$ cat config.mk
export PLATFORM = sky130hd
export DESIGN_NAME = fb_write_scheduler_flat
export DESIGN_NICKNAME = d
export VERILOG_FILES = /design/src/rtl/fb_write_scheduler_if.sv /design/src/rtl/fb_write_scheduler.sv /design/src/flat_wrapper.sv
export SDC_FILE = /design/constraint.sdc
export NUM_CORES = 1
export LEC_CHECK = 0
export ABC_AREA = 1
export BUFFER_PORTS_ARGS = -buffer_cell sky130_fd_sc_hd__buf_2
export CORE_ASPECT_RATIO = 0.9
export CORE_MARGIN = 2
export CORE_UTILIZATION = 45
export DETAILED_ROUTE_END_ITERATION = 8
export PLACE_DENSITY_LB_ADDON = 0.1
export SETUP_SLACK_MARGIN = 0.05
export SYNTH_ARGS = -nofsm -noshare
export SYNTH_HDL_FRONTEND = slang
export SYNTH_SLANG_ARGS = --single-unit
$ cat constraint.sdc
create_clock -name clk -period 3.45 [get_ports clk]
set_clock_uncertainty 0.05 [all_clocks]
set_input_delay 0.1725 -clock clk [delete_from_list [all_inputs] [get_ports clk]]
set_output_delay 0.1725 -clock clk [all_outputs]
set_load 0.1 [all_outputs]
$ cat src/rtl/fb_write_scheduler_if.sv
`default_nettype none
// ---------------------------------------------------------------------------
// fb_write_scheduler_if : pixel request channel plus SDRAM Avalon-MM write bus
// Rev 1.0
// ---------------------------------------------------------------------------
interface fb_write_scheduler_if;
   logic        pix_valid;
   logic        pix_ready;
   logic [15:0] pix_x;
   logic [15:0] pix_y;
   logic [31:0] pix_rgba;
   logic        SD_waitrequest;
   logic        SD_write;
   logic [31:0] SD_wdata;
   logic [27:0] SD_address;

   // master: the scheduler (it masters the SDRAM bus and accepts pixels)
   modport master (
      input  pix_valid, pix_x, pix_y, pix_rgba, SD_waitrequest,
      output pix_ready, SD_write, SD_wdata, SD_address
   );

   // slave: rasteriser and SDRAM controller side
   modport slave (
      output pix_valid, pix_x, pix_y, pix_rgba, SD_waitrequest,
      input  pix_ready, SD_write, SD_wdata, SD_address
   );
endinterface
`default_nettype wire

$ cat src/rtl/fb_write_scheduler.sv
`default_nettype none
// ---------------------------------------------------------------------------
// fb_write_scheduler : frame-buffer SDRAM write arbiter (clear > swap > pixel)
// Rev 1.0
// ---------------------------------------------------------------------------
module fb_write_scheduler #(
   parameter int unsigned H_RES       = 640,
   parameter int unsigned V_RES       = 480,
   parameter logic [27:0] FB0_BASE    = 28'h0000000,
   parameter logic [27:0] FB1_BASE    = 28'h0200000,
   parameter logic [31:0] CLEAR_COLOR = 32'h00000000
) (
   input  logic                clk,
   input  logic                reset,
   fb_write_scheduler_if.master bus,
   input  logic                clear_req,
   output logic                clear_busy,
   input  logic                frame_ready,
   output logic                front_buffer,
   output logic                swap_done,
   output logic                pix_dropped
);
   localparam int unsigned       NPIX     = H_RES * V_RES;
   localparam int unsigned       CNT_W    = (NPIX > 1) ? $clog2(NPIX) : 1;
   localparam logic [CNT_W-1:0]  CNT_LAST = CNT_W'(NPIX - 1);

   typedef enum logic [1:0] {
      IDLE   = 2'd0,
      PIX_WR = 2'd1,
      CLR_WR = 2'd2,
      SWAP   = 2'd3
   } state_t;

   state_t           state, state_nx;
   logic [CNT_W-1:0] cnt, cnt_nx;
   logic             clear_pending, swap_pending;
   logic             dispatch_clr, dispatch_swap;
   logic [15:0]      x_q, y_q;
   logic [31:0]      rgba_q;
   logic             handshake, on_screen, beat_done;
   logic [27:0]      back_base;
   logic [31:0]      pix_offset;

   // back_base can only change in SWAP, which never overlaps a bus write
   assign back_base     = front_buffer ? FB0_BASE : FB1_BASE;
   assign bus.pix_ready = (state == IDLE) & ~clear_pending & ~swap_pending;
   assign handshake     = bus.pix_valid & bus.pix_ready;
   assign on_screen     = (32'(bus.pix_x) < H_RES) && (32'(bus.pix_y) < V_RES);
   assign beat_done     = bus.SD_write & ~bus.SD_waitrequest;
   assign clear_busy    = clear_pending | (state == CLR_WR);
   assign swap_done     = (state == SWAP);
   assign pix_offset    = (32'(y_q) * H_RES + 32'(x_q)) << 2;

   always_comb begin
      state_nx       = state;
      cnt_nx         = cnt;
      dispatch_clr   = 1'b0;
      dispatch_swap  = 1'b0;
      bus.SD_write   = 1'b0;
      bus.SD_address = 28'h0;
      bus.SD_wdata   = 32'h0;
      unique case (state)
         IDLE: begin
            if (clear_pending) begin
               state_nx     = CLR_WR;
               dispatch_clr = 1'b1;
            end else if (swap_pending) begin
               state_nx      = SWAP;
               dispatch_swap = 1'b1;
            end else if (handshake && on_screen) begin
               state_nx = PIX_WR;
            end
         end
         PIX_WR: begin
            bus.SD_write   = 1'b1;
            bus.SD_address = back_base + pix_offset[27:0];
            bus.SD_wdata   = rgba_q;
            if (beat_done) begin
               state_nx = IDLE;
            end
         end
         CLR_WR: begin
            bus.SD_write   = 1'b1;
            bus.SD_address = back_base + (28'(cnt) << 2);
            bus.SD_wdata   = CLEAR_COLOR;
            if (beat_done) begin
               if (cnt == CNT_LAST) begin
                  state_nx = IDLE;
                  cnt_nx   = '0;
               end else begin
                  cnt_nx = cnt + CNT_W'(1);
               end
            end
         end
         SWAP: begin
            state_nx = IDLE;
         end
         default: begin
            state_nx = IDLE;
         end
      endcase
   end

   always_ff @(posedge clk) begin
      if (!reset) begin
         state         <= IDLE;
         cnt           <= '0;
         clear_pending <= 1'b0;
         swap_pending  <= 1'b0;
         front_buffer  <= 1'b0;
         pix_dropped   <= 1'b0;
         x_q           <= 16'h0;
         y_q           <= 16'h0;
         rgba_q        <= 32'h0;
      end else begin
         state       <= state_nx;
         cnt         <= cnt_nx;
         pix_dropped <= handshake & ~on_screen;
         if (handshake) begin
            x_q    <= bus.pix_x;
            y_q    <= bus.pix_y;
            rgba_q <= bus.pix_rgba;
         end
         // a clear request while one is pending or running merges into it
         if (clear_req && !clear_busy) begin
            clear_pending <= 1'b1;
         end else if (dispatch_clr) begin
            clear_pending <= 1'b0;
         end
         if (frame_ready) begin
            swap_pending <= 1'b1;
         end else if (dispatch_swap) begin
            swap_pending <= 1'b0;
         end
         if (state == SWAP) begin
            front_buffer <= ~front_buffer;
         end
      end
   end
endmodule
`default_nettype wire
$ cat src/flat_wrapper.sv
// flat-port wrapper written by rule: the top's interface ports become plain ports
module fb_write_scheduler_flat 
#(
   parameter int unsigned H_RES       = 640,
   parameter int unsigned V_RES       = 480,
   parameter logic [27:0] FB0_BASE    = 28'h0000000,
   parameter logic [27:0] FB1_BASE    = 28'h0200000,
   parameter logic [31:0] CLEAR_COLOR = 32'h00000000
)
  (clk, reset, clear_req, clear_busy, frame_ready, front_buffer, swap_done, pix_dropped, bus_pix_valid, bus_pix_x, bus_pix_y, bus_pix_rgba, bus_SD_waitrequest, bus_pix_ready, bus_SD_write, bus_SD_wdata, bus_SD_address);
  fb_write_scheduler_if bus_i ();
  input  logic clk;
  input  logic reset;
  input  logic clear_req;
  output logic clear_busy;
  input  logic frame_ready;
  output logic front_buffer;
  output logic swap_done;
  output logic pix_dropped;
  input wire logic [$bits(bus_i.pix_valid)-1:0] bus_pix_valid;
  input wire logic [$bits(bus_i.pix_x)-1:0] bus_pix_x;
  input wire logic [$bits(bus_i.pix_y)-1:0] bus_pix_y;
  input wire logic [$bits(bus_i.pix_rgba)-1:0] bus_pix_rgba;
  input wire logic [$bits(bus_i.SD_waitrequest)-1:0] bus_SD_waitrequest;
  output wire logic [$bits(bus_i.pix_ready)-1:0] bus_pix_ready;
  output wire logic [$bits(bus_i.SD_write)-1:0] bus_SD_write;
  output wire logic [$bits(bus_i.SD_wdata)-1:0] bus_SD_wdata;
  output wire logic [$bits(bus_i.SD_address)-1:0] bus_SD_address;
  assign bus_i.pix_valid = bus_pix_valid;
  assign bus_i.pix_x = bus_pix_x;
  assign bus_i.pix_y = bus_pix_y;
  assign bus_i.pix_rgba = bus_pix_rgba;
  assign bus_i.SD_waitrequest = bus_SD_waitrequest;
  assign bus_pix_ready = bus_i.pix_ready;
  assign bus_SD_write = bus_i.SD_write;
  assign bus_SD_wdata = bus_i.SD_wdata;
  assign bus_SD_address = bus_i.SD_address;
  fb_write_scheduler #(.H_RES(H_RES), .V_RES(V_RES), .FB0_BASE(FB0_BASE), .FB1_BASE(FB1_BASE), .CLEAR_COLOR(CLEAR_COLOR)) u_core (.clk(clk), .reset(reset), .bus(bus_i), .clear_req(clear_req), .clear_busy(clear_busy), .frame_ready(frame_ready), .front_buffer(front_buffer), .swap_done(swap_done), .pix_dropped(pix_dropped));
endmodule
# Word level (Yosys, flattened, before mapping)
# Cells that the tools add are included.
[word_totals] regBits=89 latchBits=0 ramBits=0 romBits=0 out_inout_bits=66 elab_cells=66 memories=0
[op_classes] addsub=4 multipliers=1 n_div=0 magnitude_cmp=2 eq_ne=8 shifts=0 n_mux=21 n_bitwise=11 n_reduce_logical=10
[op_table] cell="case mux 28 bit (2 select lines)" n=1
[op_table] cell="2-to-1 mux 32 bit" n=1
[op_table] cell="adder 28 x 21 -> 28 bit" n=1
[op_table] cell="adder 28 bit" n=1
[op_table] cell="adder 26 x 16 -> 26 bit" n=1
[op_table] cell="2-to-1 mux 22 bit" n=1
[op_table] cell="adder 19 x 1 -> 19 bit (second input constant)" n=1
[op_table] cell="equality test 19 bit (second input constant)" n=1
[op_table] cell="multiplier 16 x 3 -> 19 bit (second input constant)" n=1
[op_table] cell="2-to-1 mux 19 bit" n=1
[op_table] cell="< comparator 16 x 10 -> 1 bit (second input constant)" n=1
[op_table] cell="< comparator 16 x 9 -> 1 bit (second input constant)" n=1
[op_table] cell="2-to-1 mux 2 bit" n=6
[op_table] cell="2-to-1 mux 1 bit" n=10
[op_table] cell="case mux 2 bit (4 select lines)" n=1
[op_table] cell="AND 1 bit" n=5
[op_table] cell="NOT 1 bit" n=5
[op_table] cell="equality test 2 bit (second input constant)" n=2
[op_table] cell="!= test 2 x 1 -> 1 bit (second input constant)" n=2
[op_table] cell="!= test 4 x 2 -> 1 bit (second input constant)" n=1
[op_table] cell="AND reduction 4 bit" n=1
[op_table] cell="nonzero test 2 bit" n=2
[op_table] cell="logical AND 1 bit" n=3
[op_table] cell="equality test 2 x 1 -> 1 bit (second input constant)" n=1
[op_table] cell="other kinds (6)" n=6

# Logic depth before layout (Yosys ltp)
[logic_depth] ltp_word=9 depth_mapped=26 ltp_nobuf=26

# Worst setup path before layout
# No wires, ideal clock.
[synth_path] kind="register to output" startpoint="register u_core.y_q[1]" endpoint="output port bus_SD_address[27]" arrival_ns=4.929 t_required_ns=3.227 setup_slack_ns=-1.702 stages_incl_launch_ff=26 cell_sequence="dfxtp_1 -> ha_1 -> ha_1 -> inv_1 -> fa_1 -> inv_1 -> nand2_1 -> nand2_2 -> and2_1 -> xor2_1 -> ha_1 -> nand2_1 -> inv_1 -> a21oi_1 -> nand2_1 -> nand2_1 -> nand2_1 -> nand2_4 -> nor2_4 -> xor2_1 -> ha_1 -> ha_1 -> nand3_1 -> nor2_2 -> nand3b_1 -> a21oi_1"
[synth_via] elab_chain_len=4
[synth_lines] item="start, declared" line="fb_write_scheduler.sv:38" source="logic [15:0] x_q, y_q;"
[synth_lines] item="start signal, assigned" line="fb_write_scheduler.sv:121" source="y_q <= bus.pix_y;"
[synth_lines] item="multiplier 16 x 3 -> 19 bit" line="fb_write_scheduler.sv:52" source="assign pix_offset = (32'(y_q) * H_RES + 32'(x_q)) << 2;"
[synth_lines] item="adder 26 x 16 -> 26 bit" line="fb_write_scheduler.sv:52"
[synth_lines] item="adder 28 bit" line="fb_write_scheduler.sv:76" source="bus.SD_address = back_base + pix_offset[27:0];"
[synth_lines] item="case mux 28 bit (2 select lines)" line="fb_write_scheduler.sv:62" source="unique case (state)"
[synth_lines] item="end, declared" line="flat_wrapper.sv:28" source="output wire logic [$bits(bus_i.SD_address)-1:0] bus_SD_address;"
# Every way passes these cells.

# Worst setup path in the final report
[layout_path] startpoint="register u_core.y_q[1]" endpoint="output port bus_SD_address[25]"
# The elaborated chain is that of the path after synthesis.

==> flow_metrics.tcl <==
set metrics [dict create \
    max_freq_ghz 0.2330 \
    synth_edf_count 0 \
    setup_violations 11 \
    fillers 1127 \
    slowest_stage "dfxtp_4" \
    yosysSeqAreaShare_pct 29.72 \
    critical_path_class "reg2out" \
    final_nets 1257 \
    cp_max_fo 3 \
    hold_ws_ps 8.794 \
    dp_hpwl_mm 12.11 \
    worst-endpoint-arrival_ps 4070 \
    syn_area_per_cell_um2 6.460 \
    grt_max_degree 68 \
    dp_slack_ps -515.2 \
    start_util_pct 46.71 \
    dr.pass1.iters 5 \
    maxSlewViolCount 0 \
    violations "setup timing" \
    ys.flop_type "dfxtp_1" \
    worst_pin_slew_ps 595.6 \
    clock_path_buffers 2 \
    antenna_left 0 \
    grt_pass1_vias 5882 \
    power_density_mw_per_mm2 646.1 \
    start_kind "register" \
    syn_inst 928 \
    cp-end-kind "output pin" \
    clk_latency_ps 350 \
    period_minus_slack_ps 4292 \
    yosysTopAreaCell "dfxtp_1" \
    setup_tns_ps -5569 \
    cellLeakagePower_nw 4.390 \
    wirelength_mm 16.80 \
    via_per_inst 4.891 \
    die_area_mm2 0.01426 \
    regArea_mm2 0.001792 \
    multi_input_area_mm2 0.003998 \
    dp_cells 1248 \
    ys_seq_elements 89 \
    relSlewSlack_pct 60.29 \
    overflow 0 \
    rows 39 \
    io_buffers 133 \
    cpLargestDelayFamily "adder cells" \
    globalplace.congestion 0.9005 \
    hold_viol 0 \
    synthArstFlopShare_pct 0 \
    vdd_ir_drop_max_v 0.0005131 \
    drc 0 \
    finish.utilization_pct 67.10 \
    synth_area_leaders "dfxtp_1 30%, nand2_1 11%, nor2_1 11%" \
    area_growth_syn_to_layout_pct 43.64 \
    antenna_cells 0 \
    ys_warn_count 0 \
    grt_usage_pct 23.54 \
    core_region_area_mm2 0.01283 \
    synth_top_area_share_pct 29.72 \
    synth_cell_types 42 \
    drive_gt1_share_pct 29.58 \
    clock_sinks 89 \
    cts_buffers 9 \
    detail_route.wl_per_cell_um 12.82 \
    drt-initial-drc-count 346 \
    synth_commonest_cells "174 x nand2_1, 168 x nor2_1, 132 x inv_1" \
    via_count 6407 \
    final-instance-count-excl-fill 1310 \
    rsz0062_at_grt "yes" \
    path_clk_slew_ps 70 \
    die_width_um 125.7 \
    h-tree-depth 3 \
    required_ps 3230 \
    cts_tree "yes" \
    worst_slack_ps -841.7 \
    grt_pass1_wl_mm 27.57 \
    hp-class "in2reg" \
    path_buf_inv 4 \
    cp_common_cell "nand2_2" \
    slowest_delay_ps 350 \
    cts_root_buf "clkbuf_16" \
    antenna_found_initial 0 \
    syn-cell-area_mm2 0.005994 \
    synth.most_common_cell "nand2_1" \
    outcome "complete, but fails checks" \
    finalCritPeriodShare_pct 124.4 \
    ioPinCount 136 \
    drv_cap 0 \
    die_h_um 113.5 \
]
cell usage in the layout, fill, tap and decap left out, types with 11 or more instances in the layout:
master | Yosys | layout
nand2_1 | 174 | 162
nor2_1 | 168 | 159
inv_1 | 132 | 126
buf_2 | 0 | 114
dfxtp_1 | 89 | 85
o21ai_0 | 86 | 73
buf_4 | 5 | 58
nand3_1 | 45 | 40
dlygate4sd3_1 | 0 | 38
ha_1 | 44 | 35
nand2_2 | 22 | 33
a21oi_1 | 39 | 31
buf_12 | 0 | 19
nor2_4 | 4 | 12
inv_2 | 5 | 11
power breakdown:
group	internal, mW	switching [mW]	leakage [nW]
combinational	1.08	2.12	3.51
clock	0.525	0.460	0.145
sequential	1.24	0.137	0.732
total	2.85	2.72	4.39
timing repair:
action                                  4_1_cts  5_1_grt
buffers inserted                              4        5
endpoints found under the setup margin       12       12
resized for setup                            24       32
pin swaps                                    26       23
cloned                                        0        0
hold endpoints to repair                     38        0
hold buffers                                 38        0
area by class of cell:
class	instances	area share [%]
inverter	138	6.016
clock buffer	10	2.775
timing repair buffer	232	20.91
tap	164	2.383
multi-input combinational	671	46.43
clock inverter	6	0.6829
sequential	89	20.81
through the flow:
step	power, mW	area (um^2)
after floorplan	3.501	6206
after global placement	4.283	7625
after detailed placement	4.295	7625
after CTS	5.410	8422
after global routing	5.939	8611
final	5.563	8611
logic make-up after synthesis:
logic type	after synthesis	share of synthesized area [%]
xor gates and xnor gates	10	1.461
AOI/OAI and AO/OA	148	13.44
other	1	0.06256
adders and majority gates	46	9.852
buffers and inverters	169	11.02
DFF	89	29.72
and+or+nand+nor	465	34.44
registers in the layout (all words and copies together), names as in the netlist:
signal and flops:
u_core.cnt 19, u_core.x_q 16, u_core.y_q 16, u_core.front_buffer 1, u_core.state 2, u_core.pix_dropped 1
u_core.swap_pending 1, u_core.rgba_q 32, u_core.clear_pending 1
path summary, 6_finish.rpt:
check | start | end | slack, ps | depth (start not counted)
setup / recovery | u_core.y_q[1] | bus_SD_address[25] | -840 | 27
hold / removal | bus_pix_y[8] | u_core.y_q[8] | 9 | 3
hold reg to reg | u_core.x_q[1] | u_core.x_q[1] | 430 | 2
setup reg to reg | u_core.state[0] | u_core.cnt[17] | 870 | 15
tightest hold or removal path: stages:
cell	delay, ps
buf_2	90
nor2_1	40
nor2_1	80
layer usage:
layer  part of all wire (%)  GRT usage (%)
met5                      0              0
met4                    1.0          5.481
met3                    6.1          6.191
met2                     45          37.95
met1                     48          31.75
Power figures use the tool's default switching activity.
